`config.mk`:
```
export PLATFORM = sky130hd
export DESIGN_NAME = regfile_wb_initiator
export DESIGN_NICKNAME = d
export VERILOG_FILES = /design/src/rtl/regfile_wb_initiator.sv
export SDC_FILE = /design/constraint.sdc
export NUM_CORES = 1
export LEC_CHECK = 0
export CORE_UTILIZATION = 40
export CTS_BUF_LIST = sky130_fd_sc_hd__clkbuf_4
export CTS_CLUSTER_SIZE = 10
export DETAILED_ROUTE_END_ITERATION = 12
export PLACE_DENSITY = 0.67
export SLEW_MARGIN = 25
export SYNTH_ARGS = -nofsm -noshare
export SYNTH_HDL_FRONTEND = slang
export SYNTH_SLANG_ARGS = --single-unit
```
`constraint.sdc`:
```
create_clock -name clk -period 8.4 [get_ports clk]
set_input_delay 2.52 -clock clk [delete_from_list [all_inputs] [get_ports clk]]
set_output_delay 2.52 -clock clk [all_outputs]
set_load 0.02 [all_outputs]
```
`src/rtl/regfile_wb_initiator.sv`:
```
// rtl/regfile_wb_initiator.sv - writeback request FIFO draining into the register file write port
// Also flags read-after-write hazards for reads issued while a write is still pending.
module regfile_wb_initiator #(
  parameter int DEPTH = 4,
  parameter int AW    = 5,
  parameter int DW    = 64
) (
  input  logic                     clk,
  input  logic                     rst_n,
  input  logic                     req_valid,
  output logic                     req_ready,
  input  logic [AW-1:0]            req_rd,
  input  logic [DW-1:0]            req_data,
  input  logic                     flush,
  output logic [AW-1:0]            rf_write_register,
  output logic                     rf_WEn,
  output logic [DW-1:0]            rf_Write_data,
  input  logic [AW-1:0]            chk_reg1,
  input  logic [AW-1:0]            chk_reg2,
  output logic                     hazard1,
  output logic                     hazard2,
  output logic [$clog2(DEPTH):0]   count
);

  localparam int PW = $clog2(DEPTH);
  localparam int CW = PW + 1;

  logic [AW-1:0] fifo_rd   [DEPTH];
  logic [DW-1:0] fifo_data [DEPTH];
  logic [PW-1:0] wr_ptr;
  logic [PW-1:0] rd_ptr;
  logic [CW-1:0] count_q;

  logic accept;
  logic push;
  logic pop;

  assign count     = count_q;
  assign req_ready = (count_q < CW'(DEPTH));
  assign accept    = req_valid && req_ready && !flush;
  // Writes to x0 are consumed by the handshake but never queued.
  assign push      = accept && (req_rd != '0);
  assign pop       = (count_q != '0) && !flush;

  always_ff @(posedge clk or negedge rst_n) begin
    if (!rst_n) begin
      wr_ptr            <= '0;
      rd_ptr            <= '0;
      count_q           <= '0;
      rf_WEn            <= 1'b0;
      rf_write_register <= '0;
      rf_Write_data     <= '0;
    end else if (flush) begin
      wr_ptr  <= '0;
      rd_ptr  <= '0;
      count_q <= '0;
      rf_WEn  <= 1'b0;
    end else begin
      rf_WEn <= pop;
      if (push) begin
        wr_ptr <= wr_ptr + 1'b1;
      end
      if (pop) begin
        rd_ptr            <= rd_ptr + 1'b1;
        rf_write_register <= fifo_rd[rd_ptr];
        rf_Write_data     <= fifo_data[rd_ptr];
      end
      case ({push, pop})
        2'b10:   count_q <= count_q + 1'b1;
        2'b01:   count_q <= count_q - 1'b1;
        default: count_q <= count_q;
      endcase
    end
  end

  // Storage needs no reset: only slots covered by count are ever read out or matched.
  always_ff @(posedge clk) begin
    if (push) begin
      fifo_rd[wr_ptr]   <= req_rd;
      fifo_data[wr_ptr] <= req_data;
    end
  end

  logic [DEPTH-1:0] entry_valid;
  logic             match1;
  logic             match2;

  // A slot is live when it lies within count positions of the read pointer.
  always_comb begin
    entry_valid = '0;
    for (int i = 0; i < DEPTH; i++) begin
      if (CW'(i) < count_q) begin
        entry_valid[rd_ptr + PW'(i)] = 1'b1;
      end
    end
  end

  // The output stage counts as pending: the register file commits at the end of the rf_WEn cycle.
  always_comb begin
    match1 = rf_WEn && (rf_write_register == chk_reg1);
    match2 = rf_WEn && (rf_write_register == chk_reg2);
    for (int i = 0; i < DEPTH; i++) begin
      if (entry_valid[i] && (fifo_rd[i] == chk_reg1)) begin
        match1 = 1'b1;
      end
      if (entry_valid[i] && (fifo_rd[i] == chk_reg2)) begin
        match2 = 1'b1;
      end
    end
  end

  assign hazard1 = match1 && (chk_reg1 != '0);
  assign hazard2 = match2 && (chk_reg2 != '0);

endmodule
```
==> impl_metrics.csv <==
group,metric,value,unit
logic_synthesis,synth-seq-cells,353,
logic_synthesis,synth_enable_flop_cells,276,
clock_tree,clockBufferDepth,3,
global_routing,antenna_found_initial,2,
sta,finalSetupViolations,0,
floorplanning,die_w,188.4,um
floorplanning,dieArea,35480,sq um
sta,relSlewSlack,0.4112,
clock_tree,post_cts_resized,0,
final_layout,regArea,10220,sq um
global_routing,grt_usage,0.1676,
clock_tree,clkSlewWorstSetupHoldPaths,50,ps
logic_synthesis,synth_area_per_cell,20.37,sq um
logic_synthesis,yosys.area.top_type,"edfxtp_1",
final_layout,nFillCells,2810,
power,vdd.ir_drop.worst,201.2,uV
worst_setup_path,r2r-start,"count[0]",
sta,fin_skew,35.67,ps
sta,hold_viol_final,0,
sta,tns,0,ps
place,place_area,15980,sq um
worst_setup_path,rrSetupSlack,5550,ps
logic_synthesis,seq_area_frac_synth,0.7353,
logic_synthesis,synthCells,682,
logic_synthesis,async_flop_share,0.2181,
sta,rsz0062_at_grt,"no",
floorplanning,chipHeight,188.4,um
logic_synthesis,syn_nets,779,
clock_tree,tritoncts,"yes",
worst_setup_path,critPathKind,"input port to output pin",
final_layout,nNetsFinal,1001,
floorplanning,coreArea,33870,sq um
logic_synthesis,netlist_area,13890,sq um
worst_setup_path,end_kind,"output pin",
place,place_inst,1260,
worst_setup_path,critPathArrivalTime,4780,ps
final_layout,instances_no_fill,1428,
run,cap_violations,0,
logic_synthesis,ys_warn_count,0,
min_path,whs_path_depth,1,
global_routing,grt_max_degree,66,
detailed_routing,firstDrtPassIters,4,
detailed_routing,antenna_left,0,
floorplanning,ioPinCount,159,
detailed_routing,wirelength,28760,um
power,finalPower,5.560,mW
final_layout,syn_to_final_growth,23.96,%
global_routing,grt_pass1_wl,45060,um
place,port_buffers,158,
worst_setup_path,r2r_end,"rf_Write_data[47]",
logic_synthesis,ys.flop_type,"edfxtp_1",
detailed_routing,vias_per_cell,5.050,
logic_synthesis,synthTopCellsByArea,"edfxtp_1 (60%), dfrtp_1 (14%), mux4_2 (11%)",
detailed_routing,vias,7211,
detailed_routing,wl_per_cell,20.14,um
power,p_leak,5.901,nW
clock_tree,clock_sinks,353,
clock_tree,cts_setup_buffers,0,
worst_setup_path,worstRegToRegCells,7,
detailed_routing,drc_errors,0,
logic_synthesis,ys_types,38,
clock_tree,root_buffer,"clkbuf_4",
global_routing,grt_overflow,0,
detailed_routing,first_iter_violations,297,
clock_tree,htreeDepth,3,
floorplanning,rows,67,
clock_tree,holdBufCountCts,0,
min_path,hp-start,"rf_Write_data[20]",
min_path,hold_path_class,"flop to flop",
floorplanning,start_util,0.4102,
logic_synthesis,synth_top_area_share,0.5966,
min_path,whs_endpoint,"rf_Write_data[20]",
clock_tree,clock_latency,710,ps
final_layout,final_area,17220,sq um
sta,min_period,7300,ps
worst_setup_path,cp.required,5880,ps
final_layout,drive_above_1_share,0.3187,
final_layout,multiInputGateArea,3492,sq um
power,p_per_area,322.9,nW/um^2
global_routing,grt_pass1_vias,7840,
place,routabilityCongestion,0.8105,
worst_setup_path,critPathLaunchType,"input port",
sta,worst_pin_slew,883.2,ps
place,place_hpwl,16980,um
worst_setup_path,critPathMaxFanout,6,
outcome,run_status,"finished clean",
clock_tree,cts_inserted_buffers,90,
sta,period_share,0.8690,
sta,slew_viol_final,0,
sta,fmaxAchievable,137.0,MHz
final_layout,fin_util,0.5085,
through the flow:
stage / hold WS, ps / worst slack, ps
after floorplan: 492.7 / 2047
after global placement: 489.4 / 1102
after detailed placement: 495.5 / 1120
after CTS: 508.9 / 1109
after global routing: 522.8 / 932.4
final: 506.5 / 1100
cells in the final DEF (no fill, tap or decap), types with 2 or more instances in the layout:
cell	count
a211oi_1	4
and2_4	4
nor4_1	2
dfrtp_4	2
mux2_2	69
buf_4	8
a21oi_1	9
clkbuf_4	145
clkinv_2	3
edfxtp_1	276
bufinv_16	2
clkinv_1	15
ha_1	14
nand2_1	3
xnor2_1	29
dfrtp_1	75
nand3_1	10
a211o_1	3
or4_1	2
buf_6	2
nor2_1	7
o22ai_1	2
xor2_1	24
mux4_2	69
nor3_1	6
clkdlybuf4s50_1	157
a2111oi_0	6
o21ai_0	5
inv_1	8
mux2i_1	2
worst max-delay path: stages:
cell	delay, ps
clkdlybuf4s50_1	690
xnor2_1	170
nand3_1	90
a2111oi_0	370
a211oi_1	90
a21oi_1	220
clkdlybuf4s50_1	640
logic make-up after synthesis:
kind of cell	Yosys count	share of synthesized area
DFF	353	0.7353
muxes	140	0.1692
xor gates and xnor gates	53	0.03341
buffers and inverters	46	0.01423
and+or+nand+nor	39	0.01504
AOI/OAI and AO/OA	36	0.01945
adders and majority gates	15	0.01333
sequential cells by signal (all words and copies together) (netlist names):
name               flops
count                  3
wr_ptr                 2
rf_WEn                 1
fifo_rd               20
rf_Write_data         64
fifo_data            256
rd_ptr                 2
rf_write_register      5
cells in the mapped netlist, types with 3 or more instances:
library cell	number
a211oi_1	4
nand2_1	3
xnor2_1	29
nor2_1	8
inv_1	8
mux2_2	69
and2_2	4
edfxtp_1	276
a211o_1	3
a21oi_1	9
nor3_1	6
xor2_1	24
a2111oi_0	6
mux4_2	69
ha_1	14
o21ai_0	5
dfrtp_1	77
clkbuf_1	19
nand3_1	10
buf_2	17
cell type report:
| class | count | area share |
|---|---|---|
| clock buffer | 145 | 0.06321 |
| multi-input combinational | 283 | 0.2028 |
| timing repair buffer | 168 | 0.09765 |
| clock inverter | 22 | 0.008283 |
| inverter | 8 | 0.001744 |
| antenna | 1 | 0.0001453 |
| sequential | 353 | 0.5936 |
| tap | 448 | 0.03255 |
routing by layer:
metal	GRT usage	vias up	wire length, um
met2	0.2689	209	14110
met1	0.2162	3714	12410
met5	0	-	0
met4	0.06017	0	476
met3	0.05047	49	1767
li1	-	3239	-
report_power, final:
part / switching [mW] / internal (mW)
clock: 0.668 / 0.843
sequential: 0.208 / 2.17
combinational: 0.779 / 0.898
worst max-delay path by stage:
stage	from	to
6_report	chk_reg1[0]	hazard1
5_1_grt	chk_reg2[4]	hazard2
4_1_cts	chk_reg1[1]	hazard1
3_5_place_dp	chk_reg1[1]	hazard1
3_3_place_gp	chk_reg1[0]	hazard1
2_1_floorplan	chk_reg2[2]	hazard2
No activity file was read; power rests on OpenSTA's default activity.
